### src/rtl/rtc_bus_seq_if.sv
`default_nettype none
// ============================================================================
//  Module      : rtc_bus_seq_if
//  Description : Command/response and multiplexed RTC bus signals of
//                rtc_bus_seq, grouped for port connection.
//  Revision    : 1.0  initial release
// ============================================================================
interface rtc_bus_seq_if;
    // Command side (from the system controller)
    logic       start;
    logic [2:0] op;
    logic       cfg_format;
    logic       cfg_crono;
    logic [7:0] w_seg, w_min, w_hor, w_dia, w_mes, w_anio, w_cseg, w_cmin, w_chor;
    // Response side
    logic [7:0] r_seg, r_min, r_hor, r_dia, r_mes, r_anio, r_cseg, r_cmin, r_chor;
    logic       busy;
    logic       done;
    // RTC multiplexed address/data bus
    logic       cs_n;
    logic       rd_n;
    logic       wr_n;
    logic       ad_n;
    logic [7:0] bus_out;
    logic       bus_oe;
    logic [7:0] bus_in;

    // Sequencer view
    modport slave (
        input  start, op, cfg_format, cfg_crono,
        input  w_seg, w_min, w_hor, w_dia, w_mes, w_anio, w_cseg, w_cmin, w_chor,
        output r_seg, r_min, r_hor, r_dia, r_mes, r_anio, r_cseg, r_cmin, r_chor,
        output busy, done,
        output cs_n, rd_n, wr_n, ad_n, bus_out, bus_oe,
        input  bus_in
    );

    // Controller / RTC-side view
    modport master (
        output start, op, cfg_format, cfg_crono,
        output w_seg, w_min, w_hor, w_dia, w_mes, w_anio, w_cseg, w_cmin, w_chor,
        input  r_seg, r_min, r_hor, r_dia, r_mes, r_anio, r_cseg, r_cmin, r_chor,
        input  busy, done,
        input  cs_n, rd_n, wr_n, ad_n, bus_out, bus_oe,
        output bus_in
    );
endinterface
`default_nettype wire

### src/rtl/rtc_bus_seq.sv
`default_nettype none
// ============================================================================
//  Module      : rtc_bus_seq
//  Description : Executes RTC register transactions over an Intel-style
//                multiplexed address/data bus. Each op runs a fixed list of
//                transfers; each transfer is ADDR_A, ADDR_B, DATA_A, DATA_B,
//                GAP, every phase lasting T_PHASE clocks.
//  Revision    : 1.0  initial release
// ============================================================================
module rtc_bus_seq #(
    parameter int         T_PHASE  = 10,
    parameter logic [7:0] CFG_ADDR = 8'h00
) (
    input  wire logic   clock,
    input  wire logic   reset,
    rtc_bus_seq_if.slave bus
);

    localparam int             CW       = $clog2(T_PHASE);
    localparam logic [CW-1:0]  CNT_LOAD = CW'(T_PHASE - 1);

    localparam logic [2:0] OP_CFG    = 3'd1;
    localparam logic [2:0] OP_READ   = 3'd2;
    localparam logic [2:0] OP_TIME   = 3'd3;
    localparam logic [2:0] OP_DATE   = 3'd4;
    localparam logic [2:0] OP_CHRONO = 3'd5;

    typedef enum logic [2:0] {
        S_IDLE   = 3'd0,
        S_ADDR_A = 3'd1,
        S_ADDR_B = 3'd2,
        S_DATA_A = 3'd3,
        S_DATA_B = 3'd4,
        S_GAP    = 3'd5
    } state_t;

    typedef struct packed {
        logic       rd;
        logic [7:0] addr;
        logic [7:0] data;
    } xfer_t;

    // Register address of read transfer n (n = 1..9) in the read-all list
    function automatic logic [7:0] read_addr(input logic [3:0] f_idx);
        logic [7:0] a;
        case (f_idx)
            4'd1:    a = 8'h21;
            4'd2:    a = 8'h22;
            4'd3:    a = 8'h23;
            4'd4:    a = 8'h24;
            4'd5:    a = 8'h25;
            4'd6:    a = 8'h26;
            4'd7:    a = 8'h41;
            4'd8:    a = 8'h42;
            4'd9:    a = 8'h43;
            default: a = 8'h00;
        endcase
        return a;
    endfunction

    // Transfer descriptor for entry f_idx of the list belonging to f_op
    function automatic xfer_t decode(input logic [2:0]      f_op,
                                     input logic [3:0]      f_idx,
                                     input logic [8:0][7:0] f_wd,
                                     input logic [1:0]      f_cfg);
        xfer_t x;
        x.rd   = 1'b0;
        x.addr = 8'h00;
        x.data = 8'h00;
        case (f_op)
            OP_CFG: begin
                x.addr = CFG_ADDR;
                x.data = {6'b0, f_cfg};
            end
            OP_READ: begin
                if (f_idx == 4'd0) begin
                    x.addr = 8'hF0;
                end else begin
                    x.rd   = 1'b1;
                    x.addr = read_addr(f_idx);
                end
            end
            OP_TIME: begin
                case (f_idx)
                    4'd0:    begin x.addr = 8'h21; x.data = f_wd[0]; end
                    4'd1:    begin x.addr = 8'h22; x.data = f_wd[1]; end
                    4'd2:    begin x.addr = 8'h23; x.data = f_wd[2]; end
                    default: x.addr = 8'hF1;
                endcase
            end
            OP_DATE: begin
                case (f_idx)
                    4'd0:    begin x.addr = 8'h24; x.data = f_wd[3]; end
                    4'd1:    begin x.addr = 8'h25; x.data = f_wd[4]; end
                    4'd2:    begin x.addr = 8'h26; x.data = f_wd[5]; end
                    default: x.addr = 8'hF1;
                endcase
            end
            OP_CHRONO: begin
                case (f_idx)
                    4'd0:    begin x.addr = 8'h41; x.data = f_wd[6]; end
                    4'd1:    begin x.addr = 8'h42; x.data = f_wd[7]; end
                    4'd2:    begin x.addr = 8'h43; x.data = f_wd[8]; end
                    default: x.addr = 8'hF2;
                endcase
            end
            default: ;
        endcase
        return x;
    endfunction

    // Index of the final transfer in the list of f_op
    function automatic logic [3:0] last_idx(input logic [2:0] f_op);
        logic [3:0] n;
        case (f_op)
            OP_CFG:  n = 4'd0;
            OP_READ: n = 4'd9;
            default: n = 4'd3;
        endcase
        return n;
    endfunction

    // FSM and sequencing state
    state_t          state, state_nx;
    logic [CW-1:0]   cnt, cnt_nx;
    logic [3:0]      idx, idx_nx;
    logic            accept;
    logic            finish;

    // Snapshot of the accepted command
    logic [2:0]      op_q;
    logic [1:0]      cfg_q;
    logic [8:0][7:0] snap;
    logic [8:0][7:0] w_in;
    logic            op_valid;

    // Read-back registers, index 0 = seg ... 8 = chor
    logic [8:0][7:0] r_q;
    logic            capture;
    logic [3:0]      rd_tgt;

    // Registered bus strobes and their next values
    logic            busy_q, done_q;
    logic            cs_n_q, rd_n_q, wr_n_q, ad_n_q, bus_oe_q;
    logic [7:0]      bus_out_q;
    logic            cs_n_nx, rd_n_nx, wr_n_nx, ad_n_nx, bus_oe_nx;
    logic [7:0]      bus_out_nx;
    logic [2:0]      op_sel;
    logic [1:0]      cfg_sel;
    logic [8:0][7:0] snap_sel;
    xfer_t           xnx;

    assign w_in = {bus.w_chor, bus.w_cmin, bus.w_cseg,
                   bus.w_anio, bus.w_mes,  bus.w_dia,
                   bus.w_hor,  bus.w_min,  bus.w_seg};

    assign op_valid = (bus.op >= OP_CFG) && (bus.op <= OP_CHRONO);

    // Read data arrives on the last clock of DATA_A; target follows the F0 write
    assign capture = (state == S_DATA_A) && (cnt == '0) && (op_q == OP_READ) && (idx != 4'd0);
    assign rd_tgt  = idx - 4'd1;

    // FSM state register
    always_ff @(posedge clock) begin
        if (reset) begin
            state <= S_IDLE;
            cnt   <= '0;
            idx   <= '0;
        end else begin
            state <= state_nx;
            cnt   <= cnt_nx;
            idx   <= idx_nx;
        end
    end

    // Next-state: each phase counts down from T_PHASE-1, GAP advances the list
    always_comb begin
        state_nx = state;
        cnt_nx   = cnt;
        idx_nx   = idx;
        accept   = 1'b0;
        finish   = 1'b0;
        case (state)
            S_IDLE: begin
                cnt_nx = '0;
                idx_nx = '0;
                if (bus.start && op_valid) begin
                    accept   = 1'b1;
                    state_nx = S_ADDR_A;
                    cnt_nx   = CNT_LOAD;
                end
            end
            default: begin
                if (cnt != '0) begin
                    cnt_nx = cnt - 1'b1;
                end else begin
                    cnt_nx = CNT_LOAD;
                    case (state)
                        S_ADDR_A: state_nx = S_ADDR_B;
                        S_ADDR_B: state_nx = S_DATA_A;
                        S_DATA_A: state_nx = S_DATA_B;
                        S_DATA_B: state_nx = S_GAP;
                        S_GAP: begin
                            if (idx == last_idx(op_q)) begin
                                state_nx = S_IDLE;
                                cnt_nx   = '0;
                                idx_nx   = '0;
                                finish   = 1'b1;
                            end else begin
                                state_nx = S_ADDR_A;
                                idx_nx   = idx + 4'd1;
                            end
                        end
                        default: begin
                            state_nx = S_IDLE;
                            cnt_nx   = '0;
                            idx_nx   = '0;
                        end
                    endcase
                end
            end
        endcase
    end

    // Bus levels for the upcoming state, so strobes can leave a flop directly
    always_comb begin
        op_sel   = accept ? bus.op : op_q;
        cfg_sel  = accept ? {bus.cfg_format, bus.cfg_crono} : cfg_q;
        snap_sel = accept ? w_in : snap;
        xnx      = decode(op_sel, idx_nx, snap_sel, cfg_sel);

        cs_n_nx    = 1'b1;
        rd_n_nx    = 1'b1;
        wr_n_nx    = 1'b1;
        ad_n_nx    = 1'b1;
        bus_oe_nx  = 1'b0;
        bus_out_nx = 8'h00;
        case (state_nx)
            S_ADDR_A: begin
                cs_n_nx    = 1'b0;
                ad_n_nx    = 1'b0;
                wr_n_nx    = 1'b0;
                bus_oe_nx  = 1'b1;
                bus_out_nx = xnx.addr;
            end
            S_ADDR_B: begin
                cs_n_nx    = 1'b0;
                ad_n_nx    = 1'b0;
                bus_oe_nx  = 1'b1;
                bus_out_nx = xnx.addr;
            end
            S_DATA_A: begin
                cs_n_nx = 1'b0;
                if (xnx.rd) begin
                    rd_n_nx = 1'b0;
                end else begin
                    wr_n_nx    = 1'b0;
                    bus_oe_nx  = 1'b1;
                    bus_out_nx = xnx.data;
                end
            end
            S_DATA_B: begin
                cs_n_nx = 1'b0;
                if (!xnx.rd) begin
                    bus_oe_nx  = 1'b1;
                    bus_out_nx = xnx.data;
                end
            end
            default: ;
        endcase
    end

    // Command snapshot, read-back capture, status and strobe registers
    always_ff @(posedge clock) begin
        if (reset) begin
            op_q      <= 3'd0;
            cfg_q     <= 2'b00;
            snap      <= '0;
            r_q       <= '0;
            busy_q    <= 1'b0;
            done_q    <= 1'b0;
            cs_n_q    <= 1'b1;
            rd_n_q    <= 1'b1;
            wr_n_q    <= 1'b1;
            ad_n_q    <= 1'b1;
            bus_oe_q  <= 1'b0;
            bus_out_q <= 8'h00;
        end else begin
            if (accept) begin
                op_q  <= bus.op;
                cfg_q <= {bus.cfg_format, bus.cfg_crono};
                snap  <= w_in;
            end
            if (capture) begin
                r_q[rd_tgt] <= bus.bus_in;
            end
            busy_q    <= (state_nx != S_IDLE);
            done_q    <= finish;
            cs_n_q    <= cs_n_nx;
            rd_n_q    <= rd_n_nx;
            wr_n_q    <= wr_n_nx;
            ad_n_q    <= ad_n_nx;
            bus_oe_q  <= bus_oe_nx;
            bus_out_q <= bus_out_nx;
        end
    end

    assign bus.busy    = busy_q;
    assign bus.done    = done_q;
    assign bus.cs_n    = cs_n_q;
    assign bus.rd_n    = rd_n_q;
    assign bus.wr_n    = wr_n_q;
    assign bus.ad_n    = ad_n_q;
    assign bus.bus_oe  = bus_oe_q;
    assign bus.bus_out = bus_out_q;

    assign bus.r_seg  = r_q[0];
    assign bus.r_min  = r_q[1];
    assign bus.r_hor  = r_q[2];
    assign bus.r_dia  = r_q[3];
    assign bus.r_mes  = r_q[4];
    assign bus.r_anio = r_q[5];
    assign bus.r_cseg = r_q[6];
    assign bus.r_cmin = r_q[7];
    assign bus.r_chor = r_q[8];

endmodule
`default_nettype wire
### src/flat_wrapper.sv
// flat-port wrapper written by rule: the top's interface ports become plain ports
module rtc_bus_seq_flat 
#(
    parameter int         T_PHASE  = 10,
    parameter logic [7:0] CFG_ADDR = 8'h00
)
  (clock, reset, bus_start, bus_op, bus_cfg_format, bus_cfg_crono, bus_w_seg, bus_w_min, bus_w_hor, bus_w_dia, bus_w_mes, bus_w_anio, bus_w_cseg, bus_w_cmin, bus_w_chor, bus_r_seg, bus_r_min, bus_r_hor, bus_r_dia, bus_r_mes, bus_r_anio, bus_r_cseg, bus_r_cmin, bus_r_chor, bus_busy, bus_done, bus_cs_n, bus_rd_n, bus_wr_n, bus_ad_n, bus_bus_out, bus_bus_oe, bus_bus_in);
  rtc_bus_seq_if bus_i ();
  input  wire logic clock;
  input  wire logic reset;
  input wire logic [$bits(bus_i.start)-1:0] bus_start;
  input wire logic [$bits(bus_i.op)-1:0] bus_op;
  input wire logic [$bits(bus_i.cfg_format)-1:0] bus_cfg_format;
  input wire logic [$bits(bus_i.cfg_crono)-1:0] bus_cfg_crono;
  input wire logic [$bits(bus_i.w_seg)-1:0] bus_w_seg;
  input wire logic [$bits(bus_i.w_min)-1:0] bus_w_min;
  input wire logic [$bits(bus_i.w_hor)-1:0] bus_w_hor;
  input wire logic [$bits(bus_i.w_dia)-1:0] bus_w_dia;
  input wire logic [$bits(bus_i.w_mes)-1:0] bus_w_mes;
  input wire logic [$bits(bus_i.w_anio)-1:0] bus_w_anio;
  input wire logic [$bits(bus_i.w_cseg)-1:0] bus_w_cseg;
  input wire logic [$bits(bus_i.w_cmin)-1:0] bus_w_cmin;
  input wire logic [$bits(bus_i.w_chor)-1:0] bus_w_chor;
  output wire logic [$bits(bus_i.r_seg)-1:0] bus_r_seg;
  output wire logic [$bits(bus_i.r_min)-1:0] bus_r_min;
  output wire logic [$bits(bus_i.r_hor)-1:0] bus_r_hor;
  output wire logic [$bits(bus_i.r_dia)-1:0] bus_r_dia;
  output wire logic [$bits(bus_i.r_mes)-1:0] bus_r_mes;
  output wire logic [$bits(bus_i.r_anio)-1:0] bus_r_anio;
  output wire logic [$bits(bus_i.r_cseg)-1:0] bus_r_cseg;
  output wire logic [$bits(bus_i.r_cmin)-1:0] bus_r_cmin;
  output wire logic [$bits(bus_i.r_chor)-1:0] bus_r_chor;
  output wire logic [$bits(bus_i.busy)-1:0] bus_busy;
  output wire logic [$bits(bus_i.done)-1:0] bus_done;
  output wire logic [$bits(bus_i.cs_n)-1:0] bus_cs_n;
  output wire logic [$bits(bus_i.rd_n)-1:0] bus_rd_n;
  output wire logic [$bits(bus_i.wr_n)-1:0] bus_wr_n;
  output wire logic [$bits(bus_i.ad_n)-1:0] bus_ad_n;
  output wire logic [$bits(bus_i.bus_out)-1:0] bus_bus_out;
  output wire logic [$bits(bus_i.bus_oe)-1:0] bus_bus_oe;
  input wire logic [$bits(bus_i.bus_in)-1:0] bus_bus_in;
  assign bus_i.start = bus_start;
  assign bus_i.op = bus_op;
  assign bus_i.cfg_format = bus_cfg_format;
  assign bus_i.cfg_crono = bus_cfg_crono;
  assign bus_i.w_seg = bus_w_seg;
  assign bus_i.w_min = bus_w_min;
  assign bus_i.w_hor = bus_w_hor;
  assign bus_i.w_dia = bus_w_dia;
  assign bus_i.w_mes = bus_w_mes;
  assign bus_i.w_anio = bus_w_anio;
  assign bus_i.w_cseg = bus_w_cseg;
  assign bus_i.w_cmin = bus_w_cmin;
  assign bus_i.w_chor = bus_w_chor;
  assign bus_r_seg = bus_i.r_seg;
  assign bus_r_min = bus_i.r_min;
  assign bus_r_hor = bus_i.r_hor;
  assign bus_r_dia = bus_i.r_dia;
  assign bus_r_mes = bus_i.r_mes;
  assign bus_r_anio = bus_i.r_anio;
  assign bus_r_cseg = bus_i.r_cseg;
  assign bus_r_cmin = bus_i.r_cmin;
  assign bus_r_chor = bus_i.r_chor;
  assign bus_busy = bus_i.busy;
  assign bus_done = bus_i.done;
  assign bus_cs_n = bus_i.cs_n;
  assign bus_rd_n = bus_i.rd_n;
  assign bus_wr_n = bus_i.wr_n;
  assign bus_ad_n = bus_i.ad_n;
  assign bus_bus_out = bus_i.bus_out;
  assign bus_bus_oe = bus_i.bus_oe;
  assign bus_i.bus_in = bus_bus_in;
  rtc_bus_seq #(.T_PHASE(T_PHASE), .CFG_ADDR(CFG_ADDR)) u_core (.clock(clock), .reset(reset), .bus(bus_i));
endmodule
### config.mk
export PLATFORM = sky130hd
export DESIGN_NAME = rtc_bus_seq_flat
export DESIGN_NICKNAME = d
export VERILOG_FILES = /design/src/rtl/rtc_bus_seq_if.sv /design/src/rtl/rtc_bus_seq.sv /design/src/flat_wrapper.sv
export SDC_FILE = /design/constraint.sdc
export NUM_CORES = 1
export LEC_CHECK = 0
export ABC_AREA = 1
export CAP_MARGIN = 20
export CORE_ASPECT_RATIO = 2
export CORE_MARGIN = 2
export CORE_UTILIZATION = 32
export CTS_BUF_LIST = sky130_fd_sc_hd__clkbuf_8
export DETAILED_ROUTE_END_ITERATION = 8
export GPL_TIMING_DRIVEN = 0
export PLACE_DENSITY_LB_ADDON = 0.1
export SYNTH_ARGS = -nofsm -noshare
export SYNTH_HDL_FRONTEND = slang
export SYNTH_SLANG_ARGS = --single-unit
### constraint.sdc
create_clock -name clock -period 2.26 [get_ports clock]
set_input_delay 0.226 -clock clock [delete_from_list [all_inputs] [get_ports clock]]
set_output_delay 0.226 -clock clock [all_outputs]
set_load 0.05 [all_outputs]
# Word level (Yosys, flattened, before mapping)
# Memories as Yosys holds them, arrays and structs flattened.
# Index checks and enable logic that the tools add are counted.
word_totals:
  reg_bits: 175
  rom_bits: 80
  in_bits: 88
  output_inout_bits: 87
  mem_count: 1
mem_list:
  columns: ["memory", "depth", "word_bits", "rd", "rd_clocked_by_memory_dff", "write_ports", "line_no", "source"]
  rows:
  - ["(name not given)", 16, 5, 1, 0, 0, "rtc_bus_seq.sv:46", "case (f_idx)"]
classes:
  n_addsub: 3
  n_lt_le_gt_ge: 4
  eq_ne: 19
  n_mux: 46
  bitwise: 2
  n_reduce_logical: 18
op_table:
  columns: ["op", "count"]
  rows:
  - ["one-hot mux 8 bit (3 select lines)", 6]
  - ["bitwise mux 72 bit", 1]
  - ["two-way mux 72 bit", 1]
  - ["one-hot mux 8 bit (4 select lines)", 2]
  - ["two-way mux 4 bit", 10]
  - ["demux 8 bit (select 4 bit)", 1]
  - ["two-way mux 8 bit", 3]
  - ["one-hot mux 4 bit (2 select lines)", 3]
  - ["equality test 3 x 2 -> 1 bit, second input constant", 7]
  - ["one-hot mux 8 bit (2 select lines)", 1]
  - ["equality test 3 bit, second input constant", 5]
  - ["one-hot mux 3 bit (5 select lines)", 1]
  - ["equality test 3 x 1 -> 1 bit, second input constant", 4]
  - ["two-way mux 3 bit", 4]
  - ["OR reduction 4 bit", 3]
  - ["two-way mux 1 bit", 10]
  - ["zero test 4 bit", 2]
  - ["nonzero test 4 bit", 2]
  - ["subtractor 4 x 1 -> 4 bit, second input constant", 2]
  - ["logical AND 1 bit", 6]
  - ["OR reduction 2 bit", 3]
  - ["< comparator 4 x 5 -> 1 bit, second input constant", 1]
  - ["adder 4 x 1 -> 4 bit, second input constant", 1]
  - ["equality test 4 x 1 -> 1 bit, second input constant", 1]
  - ["10 further kinds", 12]

# Logic depth before layout (Yosys ltp)
depth:
  ltp_word: 15
  mapped_depth: 18

# Least setup slack after synthesis
# OpenSTA, ideal clock, no wires.
synth_timing:
  path_type: "flip-flop to flip-flop"
  startpoint: "register u_core.idx[0]"
  endpoint: "register u_core.r_q (netlist bit u_core.bus.r_mes[5])"
  setup_ps: 86
  arrival_time_ps: 1990
  setup_slack_ps: 184
  path_stages_with_launch: 11
  n_path_buf: 1
  period_less_slack_ps: 2076
  path_cell_list: "dfxtp_1 -> inv_1 -> ha_1 -> nand2_1 -> o21ai_1 -> nor4_2 -> nand2_1 -> nor2_1 -> buf_2 -> nor2_1 -> a211oi_1"
synth_between:
  elab_chain_cells: 6
  elab_cells_between_ends: 9
synth_lines:
  columns: ["element", "line_no", "source"]
  rows:
  - ["from (decl)", "rtc_bus_seq.sv:126", "logic [3:0] idx, idx_nx;"]
  - ["from (signal assigned)", "rtc_bus_seq.sv:172", "idx <= idx_nx;"]
  - ["subtractor 4 x 1 -> 4 bit", "rtc_bus_seq.sv:161", "assign rd_tgt = idx - 4'd1;"]
  - ["< comparator 4 x 5 -> 1 bit (implied by the code) or greater-or-equal comparator 4 x 1 -> 1 bit (tied branches)", "rtc_bus_seq.sv:295", "r_q[rd_tgt] <= bus.bus_in;"]
  - ["logical AND 1 bit (implied by the code)", "rtc_bus_seq.sv:295", null]
  - ["two-way mux 8 bit (implied by the code)", "rtc_bus_seq.sv:295", null]
  - ["demux 8 bit (select 4 bit)", null, null]
  - ["bitwise mux 72 bit", "rtc_bus_seq.sv:295", null]
  - ["to (signal, indexed assignment)", "rtc_bus_seq.sv:295", null]
  - ["to (decl)", "rtc_bus_seq.sv:138", "logic [8:0][7:0] r_q;"]
# Parallel ways exist; a longest one is shown, timed or not.
# A chain may end at the register's enable or synchronous reset.

# Worst setup path in the final report
layout_timing:
  startpoint: "register u_core.state[2]"
  endpoint: "register u_core.bus_out_q[4], in the netlist u_core.bus.bus_out[4]"
layout_between:
  elab_chain_cells: 10
  elab_cells_between_ends: 44
layout_lines:
  columns: ["element", "line_no", "source"]
  rows:
  - ["from (decl)", "rtc_bus_seq.sv:124", "state_t state, state_nx;"]
  - ["from (signal assigned)", "rtc_bus_seq.sv:170", "state <= state_nx;"]
  - ["equality test 3 x 1 -> 1 bit, or another cell as far along", "rtc_bus_seq.sv:198", "case (state)"]
  - ["OR reduction 4 bit (no source line)", null, null]
  - ["one-hot mux 4 bit (2 select lines)", "rtc_bus_seq.sv:198", null]
  - ["two-way mux 4 bit", "rtc_bus_seq.sv:194", "if (cnt != '0) begin"]
  - ["two-way mux 4 bit", "rtc_bus_seq.sv:183", "case (state)"]
  - ["equality test 4 x 2 -> 1 bit, or another cell as far along", "rtc_bus_seq.sv:84, rtc_bus_seq.sv:92, rtc_bus_seq.sv:100", null]
  - ["one-hot mux 8 bit (3 select lines), or another cell as far along", "rtc_bus_seq.sv:100", "case (f_idx)"]
  - ["one-hot mux 8 bit (4 select lines) or two-way mux 1 bit (tied branches)", "rtc_bus_seq.sv:70", "case (f_op)"]
  - ["two-way mux 8 bit", "rtc_bus_seq.sv:254, rtc_bus_seq.sv:264", null]
  - ["one-hot mux 8 bit (2 select lines) (*)", "rtc_bus_seq.sv:238", "case (state_nx)"]
  - ["to (signal assigned)", "rtc_bus_seq.sv:304", "bus_out_q <= bus_out_nx;"]
  - ["to (decl)", "rtc_bus_seq.sv:145", "logic [7:0] bus_out_q;"]
# Mark *: on every way between the ends. The rest lies on a longest branch, timed or not.

==> flow_summary.json <==
{
  "outcome": "finished clean",
  "n_antenna_cell": 0,
  "leakagePower_uw": 0.00506,
  "drt-total-wl_um": 25600,
  "r2r_cells": 14,
  "core-area_um2": 24200,
  "clkSinkCount": 175,
  "dieArea_um2": 25800,
  "placementRows": 81,
  "path_common_cell": "nand2_1",
  "grt_max_degree": 17,
  "instances_no_fill": 1619,
  "cts_hold_buf": 0,
  "wl_per_cell_um": 15.8,
  "arrival_ns": 2.70,
  "netlist_area_um2": 7840,
  "cts_tree": "done",
  "dieWidth_um": 115,
  "clk_latency_ns": 0.50,
  "yosysTopAreaCellShare_pct": 44.7,
  "drtIter0Drc": 310,
  "setup_viol": 0,
  "period_needed_ns": 2.25,
  "grt_antenna_before_repair": 0,
  "crit_type": "flop to flop",
  "hold_depth": 3,
  "hold-path-endpoint": "u_core.bus.ad_n$_SDFF_PP1_",
  "worstMarginPinSlew_ns": 0.751,
  "r2r_slack_ns": 0.007,
  "place.gp.congestion": 0.821,
  "die_h_um": 225,
  "hpwl_um": 18100,
  "path_cells": "nand3_1 -> nor2_4 -> nand2_4 -> buf_4 -> a21oi_2 -> nand2_1 -> nor2_4 -> buf_12 -> nand2_1 -> nand2_1 -> o21ai_1 -> nand3_1 -> nand2_1 -> nand2_1",
  "synth.area.top_cells": "dfxtp_1 45%, nor2_1 9.6%, nand2_1 9.3%, a211oi_1 6.9%, inv_1 6.8%",
  "areaGrowthSynthToFinish_pct": 46.7,
  "required_ns": 2.71,
  "critPathBufInv": 2,
  "slew_headroom_pct": 49.9,
  "avgViaCountPerCell": 4.73,
  "fin_worst_hold_slack_ns": 0.214,
  "cts.path.max_buffers": 2,
  "dp_cells": 1530,
  "reg2reg_from": "u_core.state[2]$_SDFF_PP0_",
  "min_period_over_period_pct": 99.7,
  "ios": 175,
  "synthArstFlopShare_pct": 0,
  "critPathMaxFanout": 10,
  "finalHoldViolCount": 0,
  "fin_skew_ns": 0.0141,
  "r2r_end": "u_core.bus.bus_out[4]$_SDFF_PP0_",
  "drive_gt1_share_pct": 20.2,
  "synth_cells": 1067,
  "cap_violations": 0,
  "rsz0062_at_grt": "true",
  "ant_nets": 0,
  "clock.fmax_mhz": 444,
  "cp_slowest_cell": "dfxtp_4",
  "drc": 0,
  "vias": 7661,
  "syn-num-nets": 1162,
  "synth.distinct_cells": 46,
  "root_buffer": "clkbuf_8",
  "slowest_delay_ns": 0.42,
  "synth_top_area_cell": "dfxtp_1",
  "grt_pass1_wl_um": 38900,
  "final_common_cell": "nor2_1",
  "cp-start-kind": "flop",
  "ir_worst_vdd_v": 0.000383,
  "synth-main-ff-cell": "dfxtp_1",
  "min_path_type": "input port to flop",
  "cts_buffers": 17,
  "critPathCaptureType": "flop",
  "grt.overflow.total": 0,
  "synth_edf_count": 0,
  "syn-mean-instance-area_um2": 7.35,
  "firstDrtPassIters": 5,
  "yosysWarnings": 0,
  "initial_core_util_pct": 32.4,
  "power.density_nw_per_um2": 946,
  "io_buffers": 173,
  "crit_family": "simple AND/OR/NAND/NOR gates",
  "grt_pass1_vias": 7327,
  "grtUsageTotal_pct": 19.7,
  "min_from": "reset",
  "clkTransAtPathRegs_ns": 0.10,
  "final_cell_mix": "183 x nor2_1, 179 x nand2_1, 173 x clkdlybuf4s50_1",
  "ys_seq_elements": 175,
  "nets": 1411,
  "h-tree-depth": 4,
  "drv_slew": 0,
  "finish.utilization_pct": 47.5,
  "synth-seq-area-share_pct": 44.7
}
report_power, final:
| part | switching [uW] | internal, uW |
|---|---|---|
| Combinational | 3010 | 1880 |
| Clock | 1270 | 1030 |
| Sequential | 165 | 3530 |
kinds of logic after synthesis:
kind of cell	count (synthesis)	synth area share [%]
compound gates	187	15.3
mux	16	2.04
flops	175	44.7
fa+ha+maj	7	1.12
xor+xnor	5	0.559
simple gates	468	25.3
buf+inv	209	10.9
sequential cells by signal (all words and copies together), names as in the netlist, 2 cells and up:
register            flops
u_core.cnt              4
u_core.bus.r_chor       8
u_core.bus.r_min        8
u_core.state            3
u_core.bus.r_cseg       8
u_core.snap            72
u_core.bus.r_mes        8
u_core.bus.r_hor        8
u_core.bus.bus_out      8
u_core.idx              4
u_core.bus.r_cmin       8
u_core.bus.r_dia        8
u_core.op_q             3
u_core.cfg_q            2
u_core.bus.r_anio       8
u_core.bus.r_seg        8
worst max-delay path by stage:
stage | startpoint | slack [ns] | to | cells past startpoint
floorplan | u_core.idx[0]$_SDFF_PP0_ | 0.18 | u_core.bus.r_mes[5]$_SDFFE_PP0P_ | 10
finish | u_core.state[2]$_SDFF_PP0_ | 0.007 | u_core.bus.bus_out[4]$_SDFF_PP0_ | 14
CTS | u_core.state[0]$_SDFF_PP0_ | 0.0009 | u_core.bus.bus_out[6]$_SDFF_PP0_ | 17
global route | u_core.op_q[2]$_SDFF_PP0_ | -0.14 | u_core.bus.bus_out[1]$_SDFF_PP0_ | 15
detailed placement | bus_op[1] | -0.51 | u_core.bus.bus_out[7]$_SDFF_PP0_ | 16
global placement | bus_op[1] | -0.50 | u_core.bus.bus_out[7]$_SDFF_PP0_ | 16
cells in the mapped netlist (2+ instances only):
library cell / number
clkbuf_1: 22
mux2i_1: 16
a21oi_1: 9
xor2_1: 2
a21oi_4: 2
buf_4: 2
o21ai_0: 57
o22ai_1: 2
buf_2: 19
nand2_2: 10
nor2_1: 200
a31oi_2: 2
clkinv_1: 8
dfxtp_1: 175
nor2_2: 6
nand4_1: 5
nand3_1: 32
o21ai_1: 34
inv_1: 142
inv_2: 8
ha_1: 7
nor3_1: 2
buf_6: 5
nand2_4: 4
a211oi_1: 72
nand2_1: 194
o21ai_2: 3
xnor2_1: 3
nor3_2: 2
nor2_4: 4
or2_1: 2
o21a_1: 2
cell type report:
type	instances	area, um^2
repair buffers	230	2220
flip-flops and latches	175	3520
plain buffers	50	364
multi-input cells	683	4020
clock buffers	18	248
well taps	290	363
fillers	2485	12700
clock inverters	14	155
inverters	159	606
worst register-to-register path, delay by kind of cell, from the launching register on:
| kind | cells | cell delay, ns |
|---|---|---|
| simple gates | 10 | 1.23 |
| buf+inv | 2 | 0.28 |
| compound gates | 2 | 0.29 |
| flops | 1 | 0.42 |
through the flow:
stage	area, um^2	worst slack, ns	total power, uW	setup TNS [ns]
after detailed placement	9930	-0.511	7530	-21.25
after global routing	11500	-0.139	11600	-0.973
after global placement	9930	-0.504	7460	-18.75
final	11500	0.00733	10900	0
after floorplan	7840	0.184	6460	0
after CTS	10800	0.000863	10400	0
timing repair:
action / in CTS / in global routing
cloned: 0 / 3
resized for setup: 100 / 138
endpoints found under the setup margin: 80 / 69
buffers inserted: 25 / 29
pin swaps: 14 / 38
metal layers:
layer | vias up | routed length (um) | track usage, %
met5 | - | 0 | 0
met4 | 0 | 445 | 6.49
met3 | 29 | 1050 | 3.12
met2 | 176 | 13000 | 33.9
met1 | 3581 | 11100 | 24.9
li1 | 3875 | - | -
Note: power is estimated with default switching activity, not from simulation.
